$ cat src/rtl/wb_wport_arbiter_pkg.sv
package wb_wport_arbiter_pkg;

  localparam int DBITS     = 32;
  localparam int REGNOBITS = 5;

  typedef struct packed {
    logic [REGNOBITS-1:0] regno;
    logic [DBITS-1:0]     val;
    logic                 live;
  } wport_entry_t;

  localparam int WPORT_ENTRY_W = REGNOBITS + DBITS + 1;

  typedef enum logic [1:0] {
    GNT_NONE,
    GNT_PIPE,
    GNT_EXT
  } gnt_e;

endpackage

$ cat src/rtl/wb_ext_fifo.sv
module wb_ext_fifo #(
  parameter int DBITS     = 32,
  parameter int REGNOBITS = 5,
  parameter int DEPTH     = 4
) (
  input  logic                 clk,
  input  logic                 reset,
  input  logic                 push,
  input  logic [REGNOBITS-1:0] push_regno,
  input  logic [DBITS-1:0]     push_val,
  input  logic                 pop,
  input  logic                 squash_en,
  input  logic [REGNOBITS-1:0] squash_regno,
  output logic                 full,
  output logic                 head_valid,
  output logic                 head_live,
  output logic [REGNOBITS-1:0] head_regno,
  output logic [DBITS-1:0]     head_val
);

  localparam int AW = (DEPTH > 1) ? $clog2(DEPTH) : 1;

  logic [REGNOBITS-1:0] regno_q [DEPTH];
  logic [DBITS-1:0]     val_q   [DEPTH];
  logic [DEPTH-1:0]     live_q;
  logic [AW-1:0]        head_q;
  logic [AW-1:0]        tail_q;
  logic [AW:0]          count_q;
  logic                 do_push;
  logic                 do_pop;

  always_comb begin
    full       = (count_q == (AW+1)'(DEPTH));
    head_valid = (count_q != '0);
    head_live  = head_valid && live_q[head_q];
    head_regno = regno_q[head_q];
    head_val   = val_q[head_q];
    do_push    = push && !full;
    do_pop     = pop && head_valid;
  end

  // An entry written in the same cycle as a matching squash is stored already dead.
  always_ff @(posedge clk) begin
    if (reset) begin
      head_q  <= '0;
      tail_q  <= '0;
      count_q <= '0;
      live_q  <= '0;
    end else begin
      for (int unsigned i = 0; i < DEPTH; i++) begin
        if (squash_en && (regno_q[AW'(i)] == squash_regno)) begin
          live_q[AW'(i)] <= 1'b0;
        end
      end
      if (do_push) begin
        regno_q[tail_q] <= push_regno;
        val_q[tail_q]   <= push_val;
        live_q[tail_q]  <= !(squash_en && (push_regno == squash_regno));
        tail_q          <= tail_q + AW'(1);
      end
      if (do_pop) begin
        head_q <= head_q + AW'(1);
      end
      unique case ({do_push, do_pop})
        2'b10:   count_q <= count_q + (AW+1)'(1);
        2'b01:   count_q <= count_q - (AW+1)'(1);
        default: count_q <= count_q;
      endcase
    end
  end

endmodule

$ cat src/rtl/wb_wport_arbiter.sv
module wb_wport_arbiter
  import wb_wport_arbiter_pkg::*;
#(
  parameter int DBITS        = wb_wport_arbiter_pkg::DBITS,
  parameter int REGNOBITS    = wb_wport_arbiter_pkg::REGNOBITS,
  parameter int DEPTH        = 4,
  parameter int STARVE_LIMIT = 8
) (
  input  logic                 clk,
  input  logic                 reset,
  input  logic                 pipe_wr_reg,
  input  logic [REGNOBITS-1:0] pipe_wregno,
  input  logic [DBITS-1:0]     pipe_regval,
  output logic                 pipe_ready,
  input  logic                 ext_valid,
  input  logic [REGNOBITS-1:0] ext_wregno,
  input  logic [DBITS-1:0]     ext_val,
  output logic                 ext_ready,
  output logic                 wr_reg_out,
  output logic [REGNOBITS-1:0] wregno_out,
  output logic [DBITS-1:0]     regval_out,
  output logic                 starve_active
);

  localparam int SW = $clog2(STARVE_LIMIT + 1);
  localparam logic [SW-1:0] LIMIT = SW'(STARVE_LIMIT);

  gnt_e                 gnt;
  logic                 full;
  logic                 head_valid;
  logic                 head_live;
  logic [REGNOBITS-1:0] head_regno;
  logic [DBITS-1:0]     head_val;
  logic                 force_ext;
  logic                 pipe_req;
  logic                 fifo_push;
  logic                 fifo_pop;
  logic                 squash_en;
  logic [SW-1:0]        starve_cnt_q;
  logic [SW-1:0]        starve_cnt_d;

  wb_ext_fifo #(
    .DBITS     (DBITS),
    .REGNOBITS (REGNOBITS),
    .DEPTH     (DEPTH)
  ) u_fifo (
    .clk          (clk),
    .reset        (reset),
    .push         (fifo_push),
    .push_regno   (ext_wregno),
    .push_val     (ext_val),
    .pop          (fifo_pop),
    .squash_en    (squash_en),
    .squash_regno (pipe_wregno),
    .full         (full),
    .head_valid   (head_valid),
    .head_live    (head_live),
    .head_regno   (head_regno),
    .head_val     (head_val)
  );

  always_comb begin
    gnt           = GNT_NONE;
    pipe_ready    = 1'b1;
    starve_active = 1'b0;
    force_ext     = head_live && (starve_cnt_q >= LIMIT);
    pipe_req      = pipe_wr_reg && (pipe_wregno != '0);
    if (!reset) begin
      if (force_ext) begin
        gnt           = GNT_EXT;
        pipe_ready    = 1'b0;
        starve_active = 1'b1;
      end else if (pipe_req) begin
        gnt = GNT_PIPE;
      end else if (head_live) begin
        gnt = GNT_EXT;
      end
    end

    wr_reg_out = (gnt != GNT_NONE);
    wregno_out = '0;
    regval_out = '0;
    unique case (gnt)
      GNT_PIPE: begin
        wregno_out = pipe_wregno;
        regval_out = pipe_regval;
      end
      GNT_EXT: begin
        wregno_out = head_regno;
        regval_out = head_val;
      end
      default: ;
    endcase

    ext_ready = !reset && !full;
    fifo_push = ext_valid && ext_ready && (ext_wregno != '0);
    fifo_pop  = !reset && head_valid && ((gnt == GNT_EXT) || !head_live);
    squash_en = (gnt == GNT_PIPE);

    starve_cnt_d = starve_cnt_q;
    if ((gnt == GNT_EXT) || !head_live) begin
      starve_cnt_d = '0;
    end else if (starve_cnt_q < LIMIT) begin
      starve_cnt_d = starve_cnt_q + SW'(1);
    end
  end

  always_ff @(posedge clk) begin
    if (reset) begin
      starve_cnt_q <= '0;
    end else begin
      starve_cnt_q <= starve_cnt_d;
    end
  end

endmodule

$ cat config.mk
export PLATFORM = sky130hd
export DESIGN_NAME = wb_wport_arbiter
export DESIGN_NICKNAME = d
export VERILOG_FILES = /design/src/rtl/wb_wport_arbiter_pkg.sv /design/src/rtl/wb_ext_fifo.sv /design/src/rtl/wb_wport_arbiter.sv
export SDC_FILE = /design/constraint.sdc
export NUM_CORES = 1
export LEC_CHECK = 0
export BUFFER_PORTS_ARGS = -buffer_cell sky130_fd_sc_hd__buf_2
export CORE_MARGIN = 10
export CORE_UTILIZATION = 30
export CTS_BUF_LIST = sky130_fd_sc_hd__clkbuf_16
export DETAILED_ROUTE_END_ITERATION = 7
export GPL_TIMING_DRIVEN = 0
export PLACE_DENSITY = 0.51
export SLEW_MARGIN = 20
export SYNTH_ARGS = -nofsm -noshare
export SYNTH_HDL_FRONTEND = slang
export SYNTH_SLANG_ARGS = --single-unit
export TNS_END_PERCENT = 1
$ cat constraint.sdc
create_clock -name clk -period 6.6 [get_ports clk]
set_clock_uncertainty 0.2 [all_clocks]
set_input_delay 0.66 -clock clk [delete_from_list [all_inputs] [get_ports clk]]
set_output_delay 0.66 -clock clk [all_outputs]
set_load 0.05 [all_outputs]
# ---- Word-level counts from Yosys, hierarchy flattened
# Memories as Yosys holds them, arrays and structs flattened. A register that Yosys moved wholly into a read port is not among the register bits.
# Index checks and enable logic that the tools add are counted.
dict set report word_totals {
  memories 2
  ram_bits 148
  elab_cells 86
  inputBits 78
  out_inout_bits 41
  ff_bits 15
}
# memory words word_bits rd rd_ports_with_merged_regs wr line_no
set memory_table {}
lappend memory_table {u_fifo.val_q 4 32 1 1 1 wb_ext_fifo.sv:24} ;# logic [DBITS-1:0] val_q [DEPTH];
lappend memory_table {u_fifo.regno_q 4 5 5 1 1 wb_ext_fifo.sv:23} ;# logic [REGNOBITS-1:0] regno_q [DEPTH];
dict set report classes {
  magnitude_cmp 5
  eq_ne 10
  reduce_logical 27
  muxes 32
  add_sub_neg 5
}
# op n
set op_table {}
lappend op_table {{32-bit one-hot mux with 2 select lines} 1}
lappend op_table {{5-bit equality test} 5}
lappend op_table {{1-bit 2-to-1 mux} 17}
lappend op_table {{1-bit logical AND} 16}
lappend op_table {{2-bit 2-to-1 mux} 8}
lappend op_table {{5-bit one-hot mux with 2 select lines} 1}
lappend op_table {{5-bit nonzero test} 2}
lappend op_table {{2-bit by 3-bit less-than comparator with 1-bit output (second input constant)} 2}
lappend op_table {{3-bit one-hot mux with 2 select lines} 1}
lappend op_table {{2-bit by 1-bit adder with 2-bit output (second input constant)} 2}
lappend op_table {{4-bit by 1-bit adder with 4-bit output (second input constant)} 1}
lappend op_table {{4-bit bitwise mux} 1}
lappend op_table {{2-bit by 1-bit equality test with 1-bit output (second input constant)} 2}
lappend op_table {{2-bit equality test (second input constant)} 2}
lappend op_table {{4-bit >= comparator (second input constant)} 1}
lappend op_table {{1-bit zero test} 4}
lappend op_table {{4-bit less-than comparator (second input constant)} 1}
lappend op_table {{4-bit 2-to-1 mux} 1}
lappend op_table {{2-bit nonzero test} 2}
lappend op_table {{3-bit by 1-bit adder with 3-bit output (second input constant)} 1}
lappend op_table {{3-bit equality test (second input constant)} 1}
lappend op_table {{3-bit nonzero test} 1}
lappend op_table {{3-bit by 1-bit subtractor with 3-bit output (second input constant)} 1}
lappend op_table {{1-bit binary-select mux with 2-bit select} 1}
lappend op_table {{other kinds (4)} 4}

# ---- Logic depth before layout (Yosys ltp)
dict set report depth {
  word_depth 13
  ltp_mapped 16
  ltp_nobuf 14
}

# ---- Modules after synthesis
# Synthesis repeated with hierarchy kept, for this count alone.
dict set report hier_totals {
  cells_unflattened 431
  area_unflattened_um2 7230.7
}
# module seq_area_each_um2 n_inst area_per_inst_um2 cells_per_inst
set by_module_without_submodules {}
lappend by_module_without_submodules {wb_ext_fifo 4704.5 1 6326.1 304}
lappend by_module_without_submodules {wb_wport_arbiter 80.1 1 904.6 127}

# ---- Worst setup path before layout
# No wires, ideal clock.
dict set report synth_timing {
  path_type {input port to output port}
  from {in pipe_wregno[0]}
  to {out regval_out[18]}
  path_slack_ns 2.650
  path_stages 9
  n_path_buf 3
  t_arrival_ns 3.090
  required_ns 5.740
  cell_sequence {buf_2 or4_1 o21ai_1 a211o_1 ha_1 buf_1 clkbuf_1 a22oi_1 nor2b_1}
}
dict set report synth_via {
  elab_chain_cells 7
  word_cells_on_any_way 8
  classes_between {eq/ne: 2; mux: 4; reduce/logical: 2}
}
# element line_no
set synth_rtl {}
lappend synth_rtl {{from (decl)} wb_wport_arbiter.sv:12} ;# input logic [REGNOBITS-1:0] pipe_wregno,
lappend synth_rtl {{5-bit nonzero test (*)} wb_wport_arbiter.sv:67} ;# pipe_req = pipe_wr_reg && (pipe_wregno != '0);
lappend synth_rtl {{1-bit logical AND (*)} wb_wport_arbiter.sv:67}
lappend synth_rtl {{2-bit 2-to-1 mux (*)} wb_wport_arbiter.sv:73} ;# end else if (pipe_req) begin
lappend synth_rtl {{2-bit 2-to-1 mux (*)} wb_wport_arbiter.sv:69} ;# if (force_ext) begin
lappend synth_rtl {{2-bit 2-to-1 mux (*)} wb_wport_arbiter.sv:68} ;# if (!reset) begin
lappend synth_rtl {{2-bit equality test / 2-bit by 1-bit equality test with 1-bit output (equally long branches)} wb_wport_arbiter.sv:83} ;# unique case (gnt)
lappend synth_rtl {{32-bit one-hot mux with 2 select lines (*)} wb_wport_arbiter.sv:83}
lappend synth_rtl {{to (decl)} wb_wport_arbiter.sv:21} ;# output logic [DBITS-1:0] regval_out,
# Every way passes the cells marked *; elsewhere a longest branch is shown, timed or not.

# ---- Final worst setup path
dict set report layout_timing {
  from {in pipe_wregno[0]}
  to {out wregno_out[1]}
}
dict set report layout_via {
  elab_chain_cells 7
  word_cells_on_any_way 8
  classes_between {eq/ne: 2; mux: 4; reduce/logical: 2}
}
# element line_no
set layout_rtl {}
lappend layout_rtl {{5-bit nonzero test (*)} wb_wport_arbiter.sv:67}
lappend layout_rtl {{1-bit logical AND (*)} wb_wport_arbiter.sv:67}
lappend layout_rtl {{2-bit 2-to-1 mux (*)} wb_wport_arbiter.sv:73}
lappend layout_rtl {{2-bit 2-to-1 mux (*)} wb_wport_arbiter.sv:69}
lappend layout_rtl {{2-bit 2-to-1 mux (*)} wb_wport_arbiter.sv:68}
lappend layout_rtl {{2-bit equality test / 2-bit by 1-bit equality test with 1-bit output (equally long branches)} wb_wport_arbiter.sv:83}
lappend layout_rtl {{5-bit one-hot mux with 2 select lines (*)} wb_wport_arbiter.sv:83}
lappend layout_rtl {{to (decl)} wb_wport_arbiter.sv:20} ;# output logic [REGNOBITS-1:0] wregno_out,
# Marked as above.

==> flow_metrics.py <==
metrics = {
    "status": {
        "status": "finished, final reports clean",
    },
    "sta": {
        "finalSetupTns_ns": 0,
        "relSlewSlack_pct": 47.9,
        "hold_violations": 0,
        "min_period_ns": 4.48,
        "rsz0062_at_grt": "false",
        "worst_pin_slew_ns": 0.782,
        "finalMaxSlewViolations": 0,
        "finalCritPeriodShare_pct": 67.8,
        "timing.hold.ws_ns": 0.243,
        "fmax_mhz": 223,
        "setup-violations-final": 0,
    },
    "cts": {
        "path_clk_slew_ns": 0.07,
        "cts.sinks": 165,
        "post_cts_buffers": 0,
        "root_buffer": "clkbuf_16",
        "numCtsBuffers": 17,
        "cts_buffer_depth": 2,
        "htreeDepth": 4,
        "cts_hold_buf": 0,
        "clk_latency_ns": 0.42,
        "ctsResizeCount": 0,
        "cts_tree": "done",
    },
    "logic_synthesis": {
        "synth_flop_cell": "edfxtp_1",
        "ys_warn_count": 0,
        "synth_nets": 512,
        "synthArstFlopShare_pct": 0,
        "ys_seq_elements": 165,
        "syn_area_mm2": 0.00716,
        "synth_edf_count": 148,
        "muxShareOfSynthArea_pct": 12.9,
        "ys_seq_area_share_pct": 66.8,
        "synth_cells": 423,
        "yosys.area_share.simple_pct": 6.27,
        "synthXorXnorAreaFrac_pct": 3.79,
        "ys_types": 36,
        "synth_area_per_cell_um2": 16.9,
        "yosys.area_share.adder_pct": 2.03,
        "synth-compound-area-share_pct": 5.45,
        "synth_top_family_by_area": "multiplexers",
    },
    "worst_setup_path": {
        "setup.worst_path.start_class": "input pin",
        "slowest_delay_ns": 0.60,
        "end_kind": "primary output",
        "cp_data_arrival_time_ns": 3.62,
        "cp_slowest_cell": "clkbuf_1",
        "crit_top_cell": "buf_2",
        "rrSetupSlack_ns": 2.83,
        "worstRegToRegCells": 15,
        "crit_path_cell_trace": "buf_2 > or4_1 > o21ai_1 > a211o_1 > ha_1 > buf_1 > clkbuf_1 > a22oi_1 > nor2b_1 > buf_2",
        "path_max_fanout": 10,
        "worstPathRequired_ns": 5.74,
        "critPathKind": "in -> out",
    },
    "routing": {
        "dr.pass1.iters": 4,
        "wl_per_cell_um": 20.8,
        "drt_iter0_drc": 171,
        "via_per_inst": 4.71,
        "ant_nets": 0,
        "post-route-drc-count": 0,
        "routed_wl_um": 18500,
        "num_vias": 4184,
    },
    "power_and_ir_drop": {
        "vdd_drop_max_uv": 154,
        "power_density_mw_per_mm2": 318,
        "p_leak_nw": 2.95,
        "power_w": 0.00277,
    },
    "place": {
        "hpwl_um": 12200,
        "port_buffers": 112,
        "routabilityCongestion": 0.758,
    },
    "global_route": {
        "grt_max_degree": 39,
        "grt_pass1_wl_um": 27600,
        "antenna_found_initial": 4,
        "grt_pass1_vias": 4568,
        "overflow": 0,
        "grt_use_total_pct": 12.2,
    },
    "die": {
        "core_area_mm2": 0.0235,
        "die-area_mm2": 0.0305,
        "fp-row-count": 56,
        "io_pins": 119,
        "die_w_um": 175,
        "start_util_pct": 30.5,
        "fp.dieH_um": 175,
    },
    "cells_and_area": {
        "syn_to_final_growth_pct": 21.6,
        "nets": 643,
        "drive_above_1_share_pct": 35.3,
        "fillers": 2220,
    },
    "worst_hold_path": {
        "min_path_type": "in -> reg",
        "whs_path_depth": 1,
    },
    "flow_run": {
        "drv_cap": 0,
    },
}
-- flip-flops by register name, summed over array words and instances (netlist names), named ones only --
| register | cells |
|---|---|
| u_fifo.val_q | 128 |
| u_fifo.regno_q | 20 |
| starve_cnt_q | 4 |
| u_fifo.live_q | 4 |
| u_fifo.count_q | 3 |
| u_fifo.head_q | 2 |
| u_fifo.tail_q | 2 |
-- synthesized netlist by cell type, types with 8 or more instances --
cell | number | share of area (%)
xnor2_1 | 8 | 0.98
edfxtp_1 | 148 | 62
clkbuf_1 | 15 | 0.79
nor2_1 | 10 | 0.52
mux4_2 | 38 | 12
xor2_1 | 23 | 2.8
nor2b_1 | 40 | 3.5
inv_1 | 16 | 0.84
dfxtp_1 | 17 | 4.8
a22oi_1 | 37 | 3.9
ha_1 | 10 | 1.7
buf_2 | 8 | 0.56
-- worst paths after layout --
check                                      from                             end
setup / recovery                 pipe_wregno[0]                   wregno_out[1]
hold / removal                      ext_val[10]   u_fifo.val_q[0][10]$_DFFE_PP_
setup reg to reg  u_fifo.head_q[0]$_SDFFE_PP0P_  u_fifo.count_q[2]$_SDFFE_PP0P_
hold reg to reg   u_fifo.tail_q[0]$_SDFFE_PP0P_   u_fifo.tail_q[0]$_SDFFE_PP0P_
-- placed cells by master, fill, tap and decap left out, drive strengths merged, types with 2 or more instances in the layout --
master    n
a21oi     3
a22oi    37
a311o     4
a31oi     2
and4      4
buf     126
clkbuf   32
clkinv    6
dfxtp    17
diode     2
edfxtp  148
ha       10
inv      23
mux2i     6
mux4     38
nand2     2
nand2b    2
nor2     10
nor2b    41
nor3      6
nor4      5
o21ai     3
xnor2     8
xor2     23
-- per-layer routing --
metal | wire [um] | GRT usage (%) | share of wire [%] | vias to the layer above
li1 | - | - | - | 1916
met1 | 7640 | 14.4 | 41 | 2135
met2 | 9390 | 20.4 | 51 | 107
met3 | 1010 | 3.40 | 5.4 | 24
met4 | 474 | 5.33 | 2.6 | 2
met5 | 7 | 0 | 0.038 | -
-- stage by stage --
| step | setup WS [ns] | cells | instance area [um^2] | util (%) |
|---|---|---|---|---|
| 2_1_floorplan | 2.65 | 423 | 7160 | - |
| 3_3_place_gp | 2.08 | 854 | 8120 | 34.6 |
| 3_5_place_dp | 2.05 | 854 | 8130 | 34.6 |
| 4_1_cts | 2.06 | 886 | 8700 | 37.1 |
| 5_1_grt | 1.87 | 886 | 8700 | 37.1 |
| 6_report | 2.12 | 888 | 8710 | 37.1 |
-- kinds of logic (layout without fill, tap and decap cells) --
kind of cell             Yosys count  count (layout)
other                              0               2
XOR/XNOR                          31              31
flip-flops                       165             165
AND/OR/NAND/NOR                   74              74
adder cells (fa/ha/maj)           11              11
buffers and inverters             45             189
multiplexers                      45              45
AO/OA/AOI/OAI                     52              52
-- report_power, final --
group | internal, W | leakage [nW] | switching [W]
clock | 0.000529 | 0.277 | 0.000425
sequential | 0.00121 | 1.48 | 0.0000258
combinational | 0.000275 | 1.19 | 0.000310
-- worst max-delay path, delay by kind of cell --
family,cells,cell delay (ns)
compound gates,3,0.69
fa+ha+maj,1,0.16
buf+inv,4,1.36
simple gates,2,0.73
-- layout make-up --
type	count	area (um^2)	area share (%)
diodes	2	5.00	0.0575
plain buffers	29	134	1.54
clock buffers	17	425	4.89
clock inverters	15	144	1.65
inverters	16	60.1	0.690
multi-input cells	213	2190	25.2
flip-flops and latches	165	4780	55.0
well taps	319	399	4.58
repair buffers	112	561	6.44
Note: power is estimated with default switching activity, not from simulation.
